--- src/rtl/rv32i_pkg.sv ---
// Shared RV32I definitions: opcodes, load funct3 codes and the writeback FSM states.
package rv32i_pkg;

   localparam logic [6:0] LOAD   = 7'b0000011;
   localparam logic [6:0] STORE  = 7'b0100011;
   localparam logic [6:0] BRANCH = 7'b1100011;
   localparam logic [6:0] JAL    = 7'b1101111;
   localparam logic [6:0] JALR   = 7'b1100111;
   localparam logic [6:0] LUI    = 7'b0110111;
   localparam logic [6:0] AUIPC  = 7'b0010111;
   localparam logic [6:0] OP     = 7'b0110011;
   localparam logic [6:0] OP_IMM = 7'b0010011;
   localparam logic [6:0] FENCE  = 7'b0001111;
   localparam logic [6:0] SYSTEM = 7'b1110011;

   localparam logic [2:0] LB  = 3'd0;
   localparam logic [2:0] LH  = 3'd1;
   localparam logic [2:0] LW  = 3'd2;
   localparam logic [2:0] LBU = 3'd4;
   localparam logic [2:0] LHU = 3'd5;

   typedef enum logic [1:0] {
      IDLE,
      WAIT_MEM,
      WRITE,
      ACK
   } wb_state_t;

endpackage

--- src/rtl/load_align.sv ---
// Selects the addressed byte/half of a word-aligned load and extends it;
// also reports whether the funct3/address pair is an illegal (misaligned) load.
module load_align
   import rv32i_pkg::*;
(
   input  logic [31:0] word,
   input  logic [1:0]  addr,
   input  logic [2:0]  funct3,
   output logic [31:0] result,
   output logic        misalign
);

   logic [7:0]  byte_sel;
   logic [15:0] half_sel;

   always_comb begin
      byte_sel = 8'h00;
      case (addr)
         2'd0:    byte_sel = word[7:0];
         2'd1:    byte_sel = word[15:8];
         2'd2:    byte_sel = word[23:16];
         default: byte_sel = word[31:24];
      endcase
      half_sel = addr[1] ? word[31:16] : word[15:0];
   end

   // Reserved funct3 codes count as misaligned so they are dropped the same way.
   always_comb begin
      result   = word;
      misalign = 1'b0;
      case (funct3)
         LB:      result = {{24{byte_sel[7]}}, byte_sel};
         LBU:     result = {24'h0, byte_sel};
         LH: begin
            result   = {{16{half_sel[15]}}, half_sel};
            misalign = addr[0];
         end
         LHU: begin
            result   = {16'h0, half_sel};
            misalign = addr[0];
         end
         LW:      misalign = (addr != 2'd0);
         default: misalign = 1'b1;
      endcase
   end

endmodule

--- src/rtl/wb_ctrl.sv ---
// RV32I writeback controller: captures a retiring instruction, produces the
// register-file write data, issues a one-cycle strobe and waits for the acknowledge.
module wb_ctrl
   import rv32i_pkg::*;
#(
   parameter int TIMEOUT = 16
) (
   input  logic        clk,
   input  logic        rst,
   input  logic        wb_valid,
   input  logic [31:0] inst_in,
   input  logic [31:0] alu_res,
   input  logic [31:0] pc,
   input  logic [31:0] mem_rdata,
   input  logic        mem_rvalid,
   input  logic        wb_update,
   output logic        regwr,
   output logic [31:0] wrdata,
   output logic [31:0] inst,
   output logic        busy,
   output logic        wb_done,
   output logic        err_misalign,
   output logic        err_timeout
);

   localparam int CNT_W = $clog2(TIMEOUT + 1);
   localparam logic [CNT_W-1:0] CNT_LAST = CNT_W'(TIMEOUT - 1);

   wb_state_t        state, state_n;
   logic [CNT_W-1:0] cnt, cnt_n;
   logic [31:0]      wrdata_n, inst_n;
   logic [1:0]       addr_q, addr_n;
   logic             done_n, mis_n, to_n;

   logic [1:0]  la_addr;
   logic [2:0]  la_funct3;
   logic [31:0] la_result;
   logic        la_misalign;

   // In IDLE the aligner screens the incoming instruction; afterwards it
   // works on the captured instruction and address.
   assign la_addr   = (state == IDLE) ? alu_res[1:0]    : addr_q;
   assign la_funct3 = (state == IDLE) ? inst_in[14:12] : inst[14:12];

   load_align u_load_align (
      .word     (mem_rdata),
      .addr     (la_addr),
      .funct3   (la_funct3),
      .result   (la_result),
      .misalign (la_misalign)
   );

   always_ff @(posedge clk or posedge rst) begin
      if (rst) begin
         state        <= IDLE;
         cnt          <= '0;
         wrdata       <= '0;
         inst         <= '0;
         addr_q       <= '0;
         wb_done      <= 1'b0;
         err_misalign <= 1'b0;
         err_timeout  <= 1'b0;
      end else begin
         state        <= state_n;
         cnt          <= cnt_n;
         wrdata       <= wrdata_n;
         inst         <= inst_n;
         addr_q       <= addr_n;
         wb_done      <= done_n;
         err_misalign <= mis_n;
         err_timeout  <= to_n;
      end
   end

   always_comb begin
      state_n  = state;
      cnt_n    = cnt;
      wrdata_n = wrdata;
      inst_n   = inst;
      addr_n   = addr_q;
      done_n   = 1'b0;
      mis_n    = 1'b0;
      to_n     = 1'b0;
      case (state)
         IDLE: begin
            if (wb_valid) begin
               inst_n = inst_in;
               addr_n = alu_res[1:0];
               if (inst_in[11:7] == 5'd0) begin
                  done_n = 1'b1;
               end else begin
                  case (inst_in[6:0])
                     LOAD: begin
                        if (la_misalign) begin
                           mis_n  = 1'b1;
                           done_n = 1'b1;
                        end else begin
                           state_n = WAIT_MEM;
                           cnt_n   = '0;
                        end
                     end
                     LUI: begin
                        wrdata_n = {inst_in[31:12], 12'h000};
                        state_n  = WRITE;
                     end
                     JAL, JALR: begin
                        wrdata_n = pc + 32'd4;
                        state_n  = WRITE;
                     end
                     OP, OP_IMM, AUIPC: begin
                        wrdata_n = alu_res;
                        state_n  = WRITE;
                     end
                     default: done_n = 1'b1;
                  endcase
               end
            end
         end
         WAIT_MEM: begin
            if (mem_rvalid) begin
               wrdata_n = la_result;
               state_n  = WRITE;
            end else if (cnt == CNT_LAST) begin
               state_n = IDLE;
               to_n    = 1'b1;
               done_n  = 1'b1;
            end else begin
               cnt_n = cnt + CNT_W'(1);
            end
         end
         WRITE: begin
            state_n = ACK;
            cnt_n   = '0;
         end
         ACK: begin
            if (wb_update) begin
               state_n = IDLE;
               done_n  = 1'b1;
            end else if (cnt == CNT_LAST) begin
               state_n = IDLE;
               to_n    = 1'b1;
               done_n  = 1'b1;
            end else begin
               cnt_n = cnt + CNT_W'(1);
            end
         end
         default: state_n = IDLE;
      endcase
   end

   // Strobe and busy come straight from state so a reset kills them at once.
   assign regwr = (state == WRITE);
   assign busy  = (state != IDLE);

endmodule

--- config.mk ---
export PLATFORM = sky130hd
export DESIGN_NAME = wb_ctrl
export DESIGN_NICKNAME = d
export VERILOG_FILES = /design/src/rtl/rv32i_pkg.sv /design/src/rtl/load_align.sv /design/src/rtl/wb_ctrl.sv
export SDC_FILE = /design/constraint.sdc
export NUM_CORES = 1
export LEC_CHECK = 0
export ABC_AREA = 1
export CAP_MARGIN = 20
export CORE_UTILIZATION = 40
export DETAILED_ROUTE_END_ITERATION = 8
export PLACE_DENSITY = 0.72
export SLEW_MARGIN = 20
export SYNTH_ARGS = -nofsm -noshare
export SYNTH_HDL_FRONTEND = slang
export SYNTH_SLANG_ARGS = --single-unit
--- constraint.sdc ---
create_clock -name clk -period 3.8 [get_ports clk]
set_input_delay 1.14 -clock clk [delete_from_list [all_inputs] [get_ports clk]]
set_output_delay 1.14 -clock clk [all_outputs]
set_load 0.02 [all_outputs]
==> metrics.md <==
| Metric | Value |
|---|---|
| Synthesized area per cell | about 6 µm² |
| Die ar. | 15200 µm² |
| Syn-to-layout area delta | 41.2% |
| Yosys warns | 0 |
| Worst Path Arrival | roughly 3300 ps |
| Pint | 2.09 mW |
| Clock Tree Root | clkbuf_16 |
| Yosys top cell by area | dfrtp_1 |
| GRT met1 Usage | 0.380 |
| Num ports | 202 |
| GP Congestion | slightly below 1 |
| Vias in the first global route | 6554 |
| Worst-Skew Late Latency | ~350 ps |
| Worst hold path class | reg2reg |
| Met3 global-route usage | 0.0590 |
| Min Clock Period, post-route | roughly 3000 ps |
| Bufs on Longest Clock Path | 2 |
| Lkg Pwr | approximately 4.0 nW |
| Tightest Pin Transition | between 900 and 1000 ps |
| Syn_nets | approximately 1100 |
| DR WL/cell | 17.0 µm |
| Hold slack | 474 ps |
| P per Cell Area | 398 nW/µm² |
| Input/output buffers | 201 |
| Post-Synthesis Cell Area | 5880 µm² |
| Routed Wire Length | between 20000 and 25000 µm |
| CP endpoint kind | register |
| Flop pwr share | 0.356 |
| Synth top cells by count | nand2_1 (422), inv_1 (90), nor2_1 (90) |
| Largest net degree at the start of global routing | 47 |
| Max_slew headroom | 0.395 |
| Die Y-Extent | about 120 µm |
| Max-Cap Viols | 0 |
| Cells after synthesis | around 980 |
| VDD IR max | 0.251 mV |
| GR peak layer | met2 |
| Reg clk slew, reported paths | roughly 60 ps |
| N_diodes | 0 |
| GR Util met2 | 0.528 |
| Pins Over Slew Limit | 0 |
| Register area share after synthesis | 0.324 |
| Crit path kind | in2reg |
| Sw Ratio | 0.366 |
| H-tree levels | 3 |
| Setup WS pre-CTS | roughly 470 ps |
| # resized after CTS | 0 |
| Final ANT Viol Nets | 0 |
| Combinational Power Share | 0.391 |
| Req. time, crit path | 4090 ps |
| Total power | 3.30 mW |
| Final setup fails | 0 |
| Most frequent cell after synthesis | nand2_1 |
| Post-synth top area share | 0.324 |
| Final HPWL DP | 18000 µm |
| DR pass1 iterations | 6 |
| Async S/R FF share, synth | 1.00 |
| Drt drc | 0 |
| CP Max Fanout | 7 |
| Clock sinks | 76 |
| Cts hold-fix bufs | 0 |
| Switching pwr | 1.21 mW |
| Global-route wire length before repair | 35200 µm |
| Drt initial violations | ~650 |
| Postcts setup bufs | 0 |
| Clock power share | 0.254 |
| Startpoint types | input pin |
| Yosys cell types | 32 |
| Final period util | 0.803 |
| Unrepaired setup endpoints after global routing | false |
| Post-synth EDFFs | 0 |
| Final Hold Fails | 0 |
| Post-synth top flop | dfrtp_1 |
| Via count | ~7100 |
| Core Footprint | 14100 µm² |
| Overflow after GRT | 0 |
| Initial Util | 0.417 |
| Setup TNS | 0 ps |
| Core Rows | 43 |
| #FFs+latches synth | 76 |
| CTS tree | yes |
| CTS buffer count | 9 |
| Status | finished clean |
| Share of layout cells above drive strength 1 | 0.0520 |
| Vias/cell | 5.24 |
| Initial antenna violation count | 0 |
| Final setup margin | approximately 750 ps |
| Die W | 123 µm |
| Top cells by area, synth | dfrtp_1 (32%), nand2_1 (27%), nand3_1 (6.2%) |
| GRT Overall Usage | 0.311 |
| FMAX | 0.328 GHz |
| Net count, final | 1303 |
| Worst Clk Skew | 11.8 ps |
worst max-delay path, stage by stage:
cell	delay (ps)
clkdlybuf4s50_1	600
ha_1	280
nand2_1	90
nor2_1	230
nand2_1	190
nor2_1	310
or2_2	170
nand2_1	60
a21oi_1	140
nand2_1	70
nand2_1	60
cells by family (layout without fill, tap and decap cells):
family                     after synthesis  count (layout)  share of synthesized area
AOI/OAI and AO/OA                      135             135                      0.122
xor gates and xnor gates                 1               1                    0.00149
adders and majority gates                3               3                    0.00639
buffers and inverters                  136             326                     0.0994
DFF                                     76              76                      0.324
and+or+nand+nor                        631             631                      0.448
cells in the final DEF, fill, tap and decap left out, drive strengths merged, types with 6 or more instances in the layout:
cell type	Yosys	routed
nand2	431	431
clkdlybuf4s50	0	201
inv	96	97
nor2	94	94
nand3	77	77
dfrtp	76	76
a21oi	66	66
o21ai	58	58
nand4	18	18
buf	29	12
clkbuf	10	10
nand3b	6	6
path summary, 6_finish.rpt:
| path | start | to | slack [ps] | cells after the start |
|---|---|---|---|---|
| min reg2reg | inst[20]$_DFFE_PP0P_ | inst[20]$_DFFE_PP0P_ | 470 | 2 |
| min | inst[20]$_DFFE_PP0P_ | inst[20]$_DFFE_PP0P_ | 470 | 2 |
| max in group asynchronous | rst | inst[25]$_DFFE_PP0P_ | 1970 | 3 |
| min in group asynchronous | rst | inst[0]$_DFFE_PP0P_ | 1190 | 2 |
| max | pc[2] | wrdata[12]$_DFFE_PP0P_ | 750 | 11 |
| max reg2reg | state[0]$_DFFE_PP0P_ | wrdata[16]$_DFFE_PP0P_ | 1380 | 10 |
state kept, by name, summed over array words and instances, names as in the netlist:
| name | cells |
|---|---|
| cnt | 5 |
| wrdata | 32 |
| inst | 32 |
| wb_done | 1 |
| addr_q | 2 |
| state | 2 |
| err_misalign | 1 |
| err_timeout | 1 |
cell type report:
type / instances / area [µm²]
Timing Repair Buffer: 213 / 2130
Tap cell: 180 / 225
Multi-Input combinational cell: 770 / 3390
Fill cell: 1378 / 5800
Inverter: 97 / 365
Clock inverter: 6 / 46.3
Sequential cell: 76 / 1900
Clock buffer: 10 / 239
power groups by stage:
stage	logic (mW)	clock network (mW)	registers, mW
floorplan	0.347	0	1.40
global placement	1.28	0	1.19
detailed placement	1.29	0	1.18
CTS	1.30	0.854	1.17
global route	1.40	0.888	1.20
finish	1.29	0.837	1.17
metrics by stage:
step | instance area, µm² | std cells | utilization
2_1_floorplan | 5880 | 982 | -
3_3_place_gp | 8010 | 1336 | 0.568
3_5_place_dp | 8010 | 1336 | 0.568
4_1_cts | 8300 | 1352 | 0.589
5_1_grt | 8300 | 1352 | 0.589
6_report | 8300 | 1352 | 0.589
layer usage:
metal | vias up | share of wire
met5 | - | 0
met3 | 55 | 0.088
li1 | 3477 | -
met4 | 0 | 0.037
met1 | 3214 | 0.40
met2 | 335 | 0.47
Note: power is estimated with default switching activity, not from simulation.
